`src/rtl/trees_job_scheduler_pkg.sv`:
```
// ----------------------------------------------------------------------------
// trees_job_scheduler_pkg
// Shared types and helpers for the tree-accelerator job scheduler.
//   state_e      : scheduler FSM states
//   clamp_burst(): maps the runtime burst cap onto 1..max_b (0 means "use max")
// ----------------------------------------------------------------------------
package trees_job_scheduler_pkg;

    typedef enum logic [2:0] {
        S_IDLE,
        S_TREE_CONF,
        S_TREE_WAIT,
        S_CHUNK_CONF,
        S_CHUNK_WAIT,
        S_DONE
    } state_e;

    // Done on 64 bits so callers of any index width up to 64 can share it.
    function automatic logic [63:0] clamp_burst(input logic [63:0] cap,
                                                input logic [63:0] max_b);
        return ((cap == 64'd0) || (cap > max_b)) ? max_b : cap;
    endfunction

endpackage

```
`src/rtl/trees_job_scheduler_if.sv`:
```
// ----------------------------------------------------------------------------
// trees_job_scheduler_if
// Job request / status bundle between software-facing logic (master) and the
// scheduler (slave).
//   job_start .. job_pred_base : job request fields, sampled on job_start
//   job_busy, job_done, job_aborted, job_samples_done : job status
// ----------------------------------------------------------------------------
interface trees_job_scheduler_if #(
    parameter int IDX_W = 32
);
    logic             job_start;
    logic             job_abort;
    logic             job_load_trees;
    logic [IDX_W-1:0] job_n_samples;
    logic [IDX_W-1:0] job_max_burst;
    logic [IDX_W-1:0] job_tree_base;
    logic [IDX_W-1:0] job_feat_base;
    logic [IDX_W-1:0] job_pred_base;
    logic             job_busy;
    logic             job_done;
    logic             job_aborted;
    logic [IDX_W-1:0] job_samples_done;

    modport master (
        output job_start, job_abort, job_load_trees, job_n_samples, job_max_burst,
               job_tree_base, job_feat_base, job_pred_base,
        input  job_busy, job_done, job_aborted, job_samples_done
    );

    modport slave (
        input  job_start, job_abort, job_load_trees, job_n_samples, job_max_burst,
               job_tree_base, job_feat_base, job_pred_base,
        output job_busy, job_done, job_aborted, job_samples_done
    );
endinterface

```
`src/rtl/trees_job_scheduler_dma_index_rebase.sv`:
```
// ----------------------------------------------------------------------------
// trees_dma_index_rebase
// Adds per-run offsets to the accelerator's DMA beat indices so each run
// addresses its own slice of memory.
//   clk, rst          : clock, async active-low reset (offsets -> 0)
//   i_ld_rd, i_rd_off : load read offset
//   i_ld_wr, i_wr_off : load write offset
//   i_acc_rd_index    : accelerator read index   -> o_dma_rd_index (+ rd offset)
//   i_acc_wr_index    : accelerator write index  -> o_dma_wr_index (+ wr offset)
// ----------------------------------------------------------------------------
module trees_dma_index_rebase #(
    parameter int IDX_W = 32
) (
    input  logic             clk,
    input  logic             rst,
    input  logic             i_ld_rd,
    input  logic [IDX_W-1:0] i_rd_off,
    input  logic             i_ld_wr,
    input  logic [IDX_W-1:0] i_wr_off,
    input  logic [IDX_W-1:0] i_acc_rd_index,
    input  logic [IDX_W-1:0] i_acc_wr_index,
    output logic [IDX_W-1:0] o_dma_rd_index,
    output logic [IDX_W-1:0] o_dma_wr_index
);
    logic [IDX_W-1:0] r_rd_off;
    logic [IDX_W-1:0] r_wr_off;

    always_ff @(posedge clk or negedge rst) begin
        if (!rst) begin
            r_rd_off <= '0;
            r_wr_off <= '0;
        end else begin
            if (i_ld_rd) r_rd_off <= i_rd_off;
            if (i_ld_wr) r_wr_off <= i_wr_off;
        end
    end

    // Combinational so the accelerator's own index timing is preserved.
    assign o_dma_rd_index = i_acc_rd_index + r_rd_off;
    assign o_dma_wr_index = i_acc_wr_index + r_wr_off;
endmodule

```
`src/rtl/trees_job_scheduler.sv`:
```
// ----------------------------------------------------------------------------
// trees_job_scheduler
// Sequences one job on the tree accelerator: optional tree-load run, then the
// samples split into bursts of at most the clamped cap, rebasing DMA indices
// per burst.
//   clk, rst                   : clock, async active-low reset
//   job (slave modport)        : job request fields and status
//   o_acc_conf_info_load_trees : accelerator conf, tree-load run
//   o_acc_conf_info_burst_len  : accelerator conf, samples in this run
//   o_acc_conf_done            : 1-cycle conf strobe
//   i_acc_done                 : accelerator run finished
//   i_acc_rd/wr_index          : accelerator DMA indices
//   o_dma_rd/wr_index          : rebased DMA indices
// ----------------------------------------------------------------------------
module trees_job_scheduler
    import trees_job_scheduler_pkg::*;
#(
    parameter int N_FEATURE     = 32,
    parameter int MAX_BURST     = 5000,
    parameter int PRED_PER_BEAT = 1,
    parameter int IDX_W         = 32
) (
    input  logic                  clk,
    input  logic                  rst,
    trees_job_scheduler_if.slave  job,
    output logic                  o_acc_conf_info_load_trees,
    output logic [IDX_W-1:0]      o_acc_conf_info_burst_len,
    output logic                  o_acc_conf_done,
    input  logic                  i_acc_done,
    input  logic [IDX_W-1:0]      i_acc_rd_index,
    input  logic [IDX_W-1:0]      i_acc_wr_index,
    output logic [IDX_W-1:0]      o_dma_rd_index,
    output logic [IDX_W-1:0]      o_dma_wr_index
);
    // Two fp32 features per 64-bit beat; constant multiply reduces to a shift.
    localparam logic [IDX_W-1:0] FEAT_BEATS = IDX_W'(N_FEATURE / 2);

    if (PRED_PER_BEAT != 1) begin : g_bad_ppb
        $error("trees_job_scheduler: PRED_PER_BEAT must be 1");
    end

    state_e           r_state, w_next;
    logic             w_accept, w_acc_ack, w_abort;
    logic [IDX_W-1:0] w_chunk;

    logic             r_busy, r_done, r_aborted, r_abort_pend;
    logic [IDX_W-1:0] r_cap, r_tree_base, r_feat_base, r_pred_base;
    logic [IDX_W-1:0] r_remaining, r_chunk, r_samples_done;
    logic             r_conf_ld, r_conf_done;
    logic [IDX_W-1:0] r_conf_len;

    // An abort raised in the same cycle as acc_done still counts.
    assign w_abort = r_abort_pend | job.job_abort;
    assign w_chunk = (r_remaining < r_cap) ? r_remaining : r_cap;

    always_ff @(posedge clk or negedge rst) begin
        if (!rst) r_state <= S_IDLE;
        else      r_state <= w_next;
    end

    always_comb begin
        w_next    = r_state;
        w_accept  = 1'b0;
        w_acc_ack = 1'b0;
        case (r_state)
            S_IDLE: if (job.job_start) begin
                w_accept = 1'b1;
                if (job.job_load_trees)          w_next = S_TREE_CONF;
                else if (job.job_n_samples != 0) w_next = S_CHUNK_CONF;
                else                             w_next = S_DONE;
            end
            S_TREE_CONF:  w_next = S_TREE_WAIT;
            S_TREE_WAIT:  if (i_acc_done)
                w_next = (w_abort || r_remaining == 0) ? S_DONE : S_CHUNK_CONF;
            S_CHUNK_CONF: w_next = S_CHUNK_WAIT;
            S_CHUNK_WAIT: if (i_acc_done) begin
                w_acc_ack = 1'b1;
                // remaining reaches zero once this chunk is retired
                w_next = (w_abort || r_remaining == r_chunk) ? S_DONE : S_CHUNK_CONF;
            end
            S_DONE:  w_next = S_IDLE;
            default: w_next = S_IDLE;
        endcase
    end

    // Conf outputs are registered while the FSM sits in a *_CONF state, so the
    // strobe lands together with the freshly loaded offsets.
    always_ff @(posedge clk or negedge rst) begin
        if (!rst) begin
            r_busy         <= 1'b0;
            r_done         <= 1'b0;
            r_aborted      <= 1'b0;
            r_abort_pend   <= 1'b0;
            r_cap          <= '0;
            r_tree_base    <= '0;
            r_feat_base    <= '0;
            r_pred_base    <= '0;
            r_remaining    <= '0;
            r_chunk        <= '0;
            r_samples_done <= '0;
            r_conf_ld      <= 1'b0;
            r_conf_len     <= '0;
            r_conf_done    <= 1'b0;
        end else begin
            r_conf_done <= 1'b0;
            r_done      <= 1'b0;
            if (w_accept) begin
                r_busy         <= 1'b1;
                r_aborted      <= 1'b0;
                r_abort_pend   <= 1'b0;
                r_cap          <= IDX_W'(clamp_burst(64'(job.job_max_burst), 64'(MAX_BURST)));
                r_tree_base    <= job.job_tree_base;
                r_feat_base    <= job.job_feat_base;
                r_pred_base    <= job.job_pred_base;
                r_remaining    <= job.job_n_samples;
                r_samples_done <= '0;
            end else if (r_busy && job.job_abort) begin
                r_abort_pend <= 1'b1;
            end
            if (r_state == S_TREE_CONF) begin
                r_conf_ld   <= 1'b1;
                r_conf_len  <= '0;
                r_conf_done <= 1'b1;
            end
            if (r_state == S_CHUNK_CONF) begin
                r_conf_ld   <= 1'b0;
                r_conf_len  <= w_chunk;
                r_chunk     <= w_chunk;
                r_conf_done <= 1'b1;
            end
            if (w_acc_ack) begin
                r_samples_done <= r_samples_done + r_chunk;
                r_remaining    <= r_remaining - r_chunk;
            end
            if (i_acc_done && w_next == S_DONE &&
                (r_state == S_TREE_WAIT || r_state == S_CHUNK_WAIT))
                r_aborted <= w_abort;
            if (r_state == S_DONE) begin
                r_done <= 1'b1;
                r_busy <= 1'b0;
            end
        end
    end

    trees_dma_index_rebase #(.IDX_W(IDX_W)) u_rebase (
        .clk            (clk),
        .rst            (rst),
        .i_ld_rd        (r_state == S_TREE_CONF || r_state == S_CHUNK_CONF),
        .i_rd_off       ((r_state == S_TREE_CONF) ? r_tree_base
                                                  : r_feat_base + r_samples_done * FEAT_BEATS),
        .i_ld_wr        (r_state == S_CHUNK_CONF),
        .i_wr_off       (r_pred_base + r_samples_done),
        .i_acc_rd_index (i_acc_rd_index),
        .i_acc_wr_index (i_acc_wr_index),
        .o_dma_rd_index (o_dma_rd_index),
        .o_dma_wr_index (o_dma_wr_index)
    );

    assign job.job_busy                = r_busy;
    assign job.job_done                = r_done;
    assign job.job_aborted             = r_aborted;
    assign job.job_samples_done        = r_samples_done;
    assign o_acc_conf_info_load_trees  = r_conf_ld;
    assign o_acc_conf_info_burst_len   = r_conf_len;
    assign o_acc_conf_done             = r_conf_done;
endmodule

```
`src/flat_wrapper.sv`:
```
// flat-port wrapper written by rule: the top's interface ports become plain ports
module trees_job_scheduler_flat import trees_job_scheduler_pkg::*;
#(
    parameter int N_FEATURE     = 32,
    parameter int MAX_BURST     = 5000,
    parameter int PRED_PER_BEAT = 1,
    parameter int IDX_W         = 32
)
  (clk, rst, o_acc_conf_info_load_trees, o_acc_conf_info_burst_len, o_acc_conf_done, i_acc_done, i_acc_rd_index, i_acc_wr_index, o_dma_rd_index, o_dma_wr_index, job_job_start, job_job_abort, job_job_load_trees, job_job_n_samples, job_job_max_burst, job_job_tree_base, job_job_feat_base, job_job_pred_base, job_job_busy, job_job_done, job_job_aborted, job_job_samples_done);
  trees_job_scheduler_if #(.IDX_W(IDX_W)) job_i ();
  input  logic clk;
  input  logic rst;
  output logic o_acc_conf_info_load_trees;
  output logic [IDX_W-1:0] o_acc_conf_info_burst_len;
  output logic o_acc_conf_done;
  input  logic i_acc_done;
  input  logic [IDX_W-1:0] i_acc_rd_index;
  input  logic [IDX_W-1:0] i_acc_wr_index;
  output logic [IDX_W-1:0] o_dma_rd_index;
  output logic [IDX_W-1:0] o_dma_wr_index;
  input wire logic [$bits(job_i.job_start)-1:0] job_job_start;
  input wire logic [$bits(job_i.job_abort)-1:0] job_job_abort;
  input wire logic [$bits(job_i.job_load_trees)-1:0] job_job_load_trees;
  input wire logic [$bits(job_i.job_n_samples)-1:0] job_job_n_samples;
  input wire logic [$bits(job_i.job_max_burst)-1:0] job_job_max_burst;
  input wire logic [$bits(job_i.job_tree_base)-1:0] job_job_tree_base;
  input wire logic [$bits(job_i.job_feat_base)-1:0] job_job_feat_base;
  input wire logic [$bits(job_i.job_pred_base)-1:0] job_job_pred_base;
  output wire logic [$bits(job_i.job_busy)-1:0] job_job_busy;
  output wire logic [$bits(job_i.job_done)-1:0] job_job_done;
  output wire logic [$bits(job_i.job_aborted)-1:0] job_job_aborted;
  output wire logic [$bits(job_i.job_samples_done)-1:0] job_job_samples_done;
  assign job_i.job_start = job_job_start;
  assign job_i.job_abort = job_job_abort;
  assign job_i.job_load_trees = job_job_load_trees;
  assign job_i.job_n_samples = job_job_n_samples;
  assign job_i.job_max_burst = job_job_max_burst;
  assign job_i.job_tree_base = job_job_tree_base;
  assign job_i.job_feat_base = job_job_feat_base;
  assign job_i.job_pred_base = job_job_pred_base;
  assign job_job_busy = job_i.job_busy;
  assign job_job_done = job_i.job_done;
  assign job_job_aborted = job_i.job_aborted;
  assign job_job_samples_done = job_i.job_samples_done;
  trees_job_scheduler #(.N_FEATURE(N_FEATURE), .MAX_BURST(MAX_BURST), .PRED_PER_BEAT(PRED_PER_BEAT), .IDX_W(IDX_W)) u_core (.clk(clk), .rst(rst), .job(job_i), .o_acc_conf_info_load_trees(o_acc_conf_info_load_trees), .o_acc_conf_info_burst_len(o_acc_conf_info_burst_len), .o_acc_conf_done(o_acc_conf_done), .i_acc_done(i_acc_done), .i_acc_rd_index(i_acc_rd_index), .i_acc_wr_index(i_acc_wr_index), .o_dma_rd_index(o_dma_rd_index), .o_dma_wr_index(o_dma_wr_index));
endmodule
```
`config.mk`:
```
export PLATFORM = sky130hd
export DESIGN_NAME = trees_job_scheduler_flat
export DESIGN_NICKNAME = d
export VERILOG_FILES = /design/src/rtl/trees_job_scheduler_pkg.sv /design/src/rtl/trees_job_scheduler_if.sv /design/src/rtl/trees_job_scheduler_dma_index_rebase.sv /design/src/rtl/trees_job_scheduler.sv /design/src/flat_wrapper.sv
export SDC_FILE = /design/constraint.sdc
export NUM_CORES = 1
export LEC_CHECK = 0
export CAP_MARGIN = 25
export CORE_ASPECT_RATIO = 0.8
export CORE_MARGIN = 8
export CORE_UTILIZATION = 27
export DETAILED_ROUTE_END_ITERATION = 7
export SLEW_MARGIN = 20
export SYNTH_ARGS = -nofsm -noshare
export SYNTH_HDL_FRONTEND = slang
export SYNTH_SLANG_ARGS = --single-unit
```
`constraint.sdc`:
```
create_clock -name clk -period 5 [get_ports clk]
set_clock_uncertainty 0.05 [all_clocks]
set_input_delay 1 -clock clk [delete_from_list [all_inputs] [get_ports clk]]
set_output_delay 1 -clock clk [all_outputs]
set_load 0.1 [all_outputs]
```
==> impl_metrics.csv <==
group,metric,value,unit
synthesis,ys_types,76,
clock_network,clockBufferDepth,3,
critical_path,cell_with_the_largest_stage_delay_on_the_worst_path,"sky130_fd_sc_hd__clkdlybuf4s50_1",
flow_run,maxCapViolCount,0,
critical_path,reg2reg_depth,13,
critical_path,crit-reg2reg-capture,"u_core.u_rebase.r_wr_off[30]$_DFFE_PN0N_",
clock_network,clock_insertion_delay_worst_skew,0.57,ns
drt,detail_route.drc_violations,0,
die,cell_rows,94,
critical_path,arrival,3.87,ns
synthesis,synth.cells.most_frequent,"sky130_fd_sc_hd__nand2_1, sky130_fd_sc_hd__dfrtp_1, sky130_fd_sc_hd__ha_1, sky130_fd_sc_hd__nor2_1, sky130_fd_sc_hd__a21oi_1",
critical_path,path_class,"input port to output pin",
die,design.die.area,0.09311,sq mm
cells_and_area,filler_cell_count,8370,
grt,grt_first_pass_wirelength,120.9,mm
grt,number_of_global_route_vias_before_repair,20092,
grt,globalRouteTotalUtil,0.1639,
die,ios,363,
grt,grt_remaining_overflow,0,
synthesis,post_synth_inst_count,2622,
critical_path,crit_required,3.95,ns
critical_path,timing.critical_path.mode_cell,"sky130_fd_sc_hd__buf_4",
drt,violation_count_after_the_first_detailed_route_iteration,1443,
clock_network,cts.reportedPaths.clkPinSlew,0.06,ns
place,io_buffer_count,362,
critical_path,count_of_buffering_cells_on_the_critical_path_with_inverters_included,9,
place,gp_congestion,0.8647,
synthesis,synth_area_leaders,"sky130_fd_sc_hd__dfrtp_1, sky130_fd_sc_hd__ha_1, sky130_fd_sc_hd__nand2_1, sky130_fd_sc_hd__a21o_1, sky130_fd_sc_hd__xnor2_1",
place,dpl-instance-area,0.02836,sq mm
cells_and_area,syn2layout_area_growth,33.55,%
timing,layout_worst_path_cycle_share,0.9834,
die,die_w,339.2,microns
synthesis,synthesis.nets,3071,
cells_and_area,seqCellArea,0.008234,sq mm
synthesis,yosysMostFrequentCell,"sky130_fd_sc_hd__nand2_1",
drt,routed_wire_length_per_instance,19.12,microns
clock_network,cts-root-buf,"sky130_fd_sc_hd__clkbuf_16",
critical_path,r2r_slack,1.22,ns
die,initial_utilization,0.2736,
drt,drt_wl_total,79.07,mm
min_path,hold_crit_class,"input port to async pin",
synthesis,synthesis.area_per_instance,8.603,sq um
place,post-dp-hpwl,60.76,mm
drt,viasPerCell,4.915,
clock_network,cts_made_buffers,40,
clock_network,tritoncts,"yes",
drt,drtPass1Iterations,5,
grt,grt_max_degree,158,
synthesis,yosys_warnings,0,
place,placedCellCount,4040,
timing,tightestPinTransition,1.105,ns
critical_path,worstPathCellList,"clkdlybuf4s50_1 -> ha_4 -> o21a_1 -> o31a_1 -> nand4_1 -> a41o_1 -> nand3_2 -> buf_4 -> buf_4 -> buf_4 -> buf_4 -> buf_4 -> buf_4 -> buf_4 -> nand2_1 -> xnor2_1 -> bufbuf_16",
synthesis,post_synth_instance_area,0.02256,sq mm
synthesis,post-synth-top-area-fraction,0.3650,
drt,detail-route-antenna-nets,0,
die,core,0.08245,sq mm
cells_and_area,final_design_area_no_fill,0.03013,sq mm
clock_network,cts.sinks,329,
critical_path,timing.rr.start,"u_core.job.job_samples_done[0]$_DFFE_PN0P_",
synthesis,synthDominantAreaCellType,"sky130_fd_sc_hd__dfrtp_1",
timing,hold-worst-slack,0.3651,ns
timing,final.setup.tns,0,ns
timing,setup_viol_count_final,0,
cells_and_area,num-nets-final,3442,
synthesis,synth_enable_flop_cells,0,
timing,slew_viol_final,0,
critical_path,worstSetupStartpointType,"input port",
die,die_y,274.5,microns
synthesis,synth.ff_latch_count,329,
timing,layout_min_cycle_time,4.917,ns
clock_network,ctsHoldBuffers,0,
cells_and_area,final_cells,4136,
timing,max_freq,0.2034,GHz
critical_path,setup.worst_path.end_class,"output pin",
cells_and_area,drive_above_1_share,0.09091,
critical_path,critPathTopFamily,"buffers and inverters",
cells_and_area,area_taken_by_multi_input_logic_gates,0.01392,sq mm
synthesis,synthArstFlopShare,1.000,
clock_network,h-tree-depth,2,
drt,vias,20329,
status,status,"finished, final reports clean",
timing,slew_headroom,0.2612,
grt,antenna_violations_before_repair,11,
critical_path,critical-path-max-stage-delay,0.51,ns
critical_path,critPathMaxFanout,4,
synthesis,post_synthesis_sequential_area_ratio,0.3650,
synthesis,synth-main-ff-cell,"sky130_fd_sc_hd__dfrtp_1",
timing,hold_viol,0,
kinds of logic after synthesis:
kind of cell             after synthesis  share of synthesized area
AND/OR/NAND/NOR                      901                     0.1757
flip-flops                           329                     0.3650
AO/OA/AOI/OAI                        734                     0.2112
buffers and inverters                224                    0.03777
XOR/XNOR                             156                    0.06057
multiplexers                          59                    0.02624
adder cells (fa/ha/maj)              219                     0.1235
registers in the layout, indices dropped and copies added (netlist names):
| name | cells |
|---|---|
| u_core.r_chunk | 32 |
| u_core.r_pred_base | 32 |
| u_core.r_abort_pend | 1 |
| u_core.o_acc_conf_done | 1 |
| u_core.u_rebase.r_rd_off | 32 |
| u_core.r_feat_base | 32 |
| u_core.u_rebase.r_wr_off | 32 |
| u_core.r_remaining | 32 |
| u_core.job.job_aborted | 1 |
| u_core.r_cap | 32 |
| u_core.o_acc_conf_info_burst_len | 32 |
| u_core.job.job_done | 1 |
| u_core.r_state | 3 |
| u_core.r_tree_base | 32 |
| u_core.job.job_busy | 1 |
| u_core.job.job_samples_done | 32 |
| u_core.o_acc_conf_info_load_trees | 1 |
per-layer routing:
metal / wire [microns] / GRT usage
met2: 34850 / 0.2565
met1: 37630 / 0.2310
met4: 1798 / 0.04306
met3: 4738 / 0.03154
met5: 48 / 0
final cells by class:
type,count,share of cell area
inverter,127,0.01582
antenna,7,0.0005815
clock inverter,14,0.007061
timing repair buffer,426,0.1553
multi-input combinational,2069,0.4622
sequential,329,0.2733
tap,1104,0.04585
clock buffer,60,0.03979
cell usage in the layout (no fill, tap or decap), types with 19 or more instances in the layout:
master / n
sky130_fd_sc_hd__nor2b_1: 19
sky130_fd_sc_hd__o21bai_1: 24
sky130_fd_sc_hd__nand2b_1: 26
sky130_fd_sc_hd__nor3_1: 25
sky130_fd_sc_hd__and3_1: 21
sky130_fd_sc_hd__clkbuf_16: 43
sky130_fd_sc_hd__a31oi_1: 32
sky130_fd_sc_hd__mux2i_1: 58
sky130_fd_sc_hd__o21ai_1: 87
sky130_fd_sc_hd__nand4_1: 26
sky130_fd_sc_hd__nor4_1: 28
sky130_fd_sc_hd__nand3_1: 75
sky130_fd_sc_hd__inv_1: 124
sky130_fd_sc_hd__ha_1: 203
sky130_fd_sc_hd__nand2_1: 461
sky130_fd_sc_hd__o21ai_0: 93
sky130_fd_sc_hd__xnor2_1: 84
sky130_fd_sc_hd__dfrtp_1: 328
sky130_fd_sc_hd__a21oi_1: 158
sky130_fd_sc_hd__a21o_1: 160
sky130_fd_sc_hd__xor2_1: 49
sky130_fd_sc_hd__a211oi_1: 22
sky130_fd_sc_hd__nor2_1: 170
sky130_fd_sc_hd__clkdlybuf4s50_1: 290
sky130_fd_sc_hd__buf_12: 53
sky130_fd_sc_hd__o21a_1: 27
sky130_fd_sc_hd__buf_4: 71
sky130_fd_sc_hd__xnor2_2: 20
worst max path at each step:
stage | startpoint | end | slack, ns | cells after the start
after floorplan | i_acc_rd_index[0] | o_dma_rd_index[30] | -0.28 | 12
after global placement | i_acc_wr_index[0] | o_dma_wr_index[30] | -0.30 | 15
after detailed placement | i_acc_wr_index[0] | o_dma_wr_index[30] | -0.32 | 15
after CTS | i_acc_wr_index[2] | o_dma_wr_index[16] | -0.008 | 17
after global routing | i_acc_wr_index[3] | o_dma_wr_index[16] | -0.02 | 17
final | i_acc_wr_index[3] | o_dma_wr_index[16] | 0.08 | 17
metrics by stage:
step,util,setup WS [ns]
after floorplan,-,-0.2791
after global placement,0.3436,-0.2970
after detailed placement,0.3439,-0.3248
after CTS,0.3638,-0.007646
after global routing,0.3654,-0.01916
final,0.3654,0.08298
worst register-to-register path: stages, from the launching register on:
cell and delay, ns:
sky130_fd_sc_hd__dfrtp_1 0.62, sky130_fd_sc_hd__ha_1 0.29, sky130_fd_sc_hd__inv_1 0.07, sky130_fd_sc_hd__fa_1 0.40, sky130_fd_sc_hd__nor2b_1 0.16, sky130_fd_sc_hd__o31a_1 0.22, sky130_fd_sc_hd__o211ai_1 0.16, sky130_fd_sc_hd__a31oi_1 0.37
sky130_fd_sc_hd__nor4_2 0.10, sky130_fd_sc_hd__o31ai_1 0.51, sky130_fd_sc_hd__a221oi_1 0.22, sky130_fd_sc_hd__o221ai_1 0.25, sky130_fd_sc_hd__xnor2_1 0.14, sky130_fd_sc_hd__o21ai_1 0.07
what timing repair did:
action,in CTS,in global routing
pin swaps,31,13
resized for setup,29,14
gates cloned,0,0
setup endpoints to repair,16,17
hold endpoints to repair,0,0
buffers inserted,15,0
Power is not shown: default switching activity piles up to over one toggle a cycle in this logic, so the estimate is an artifact.
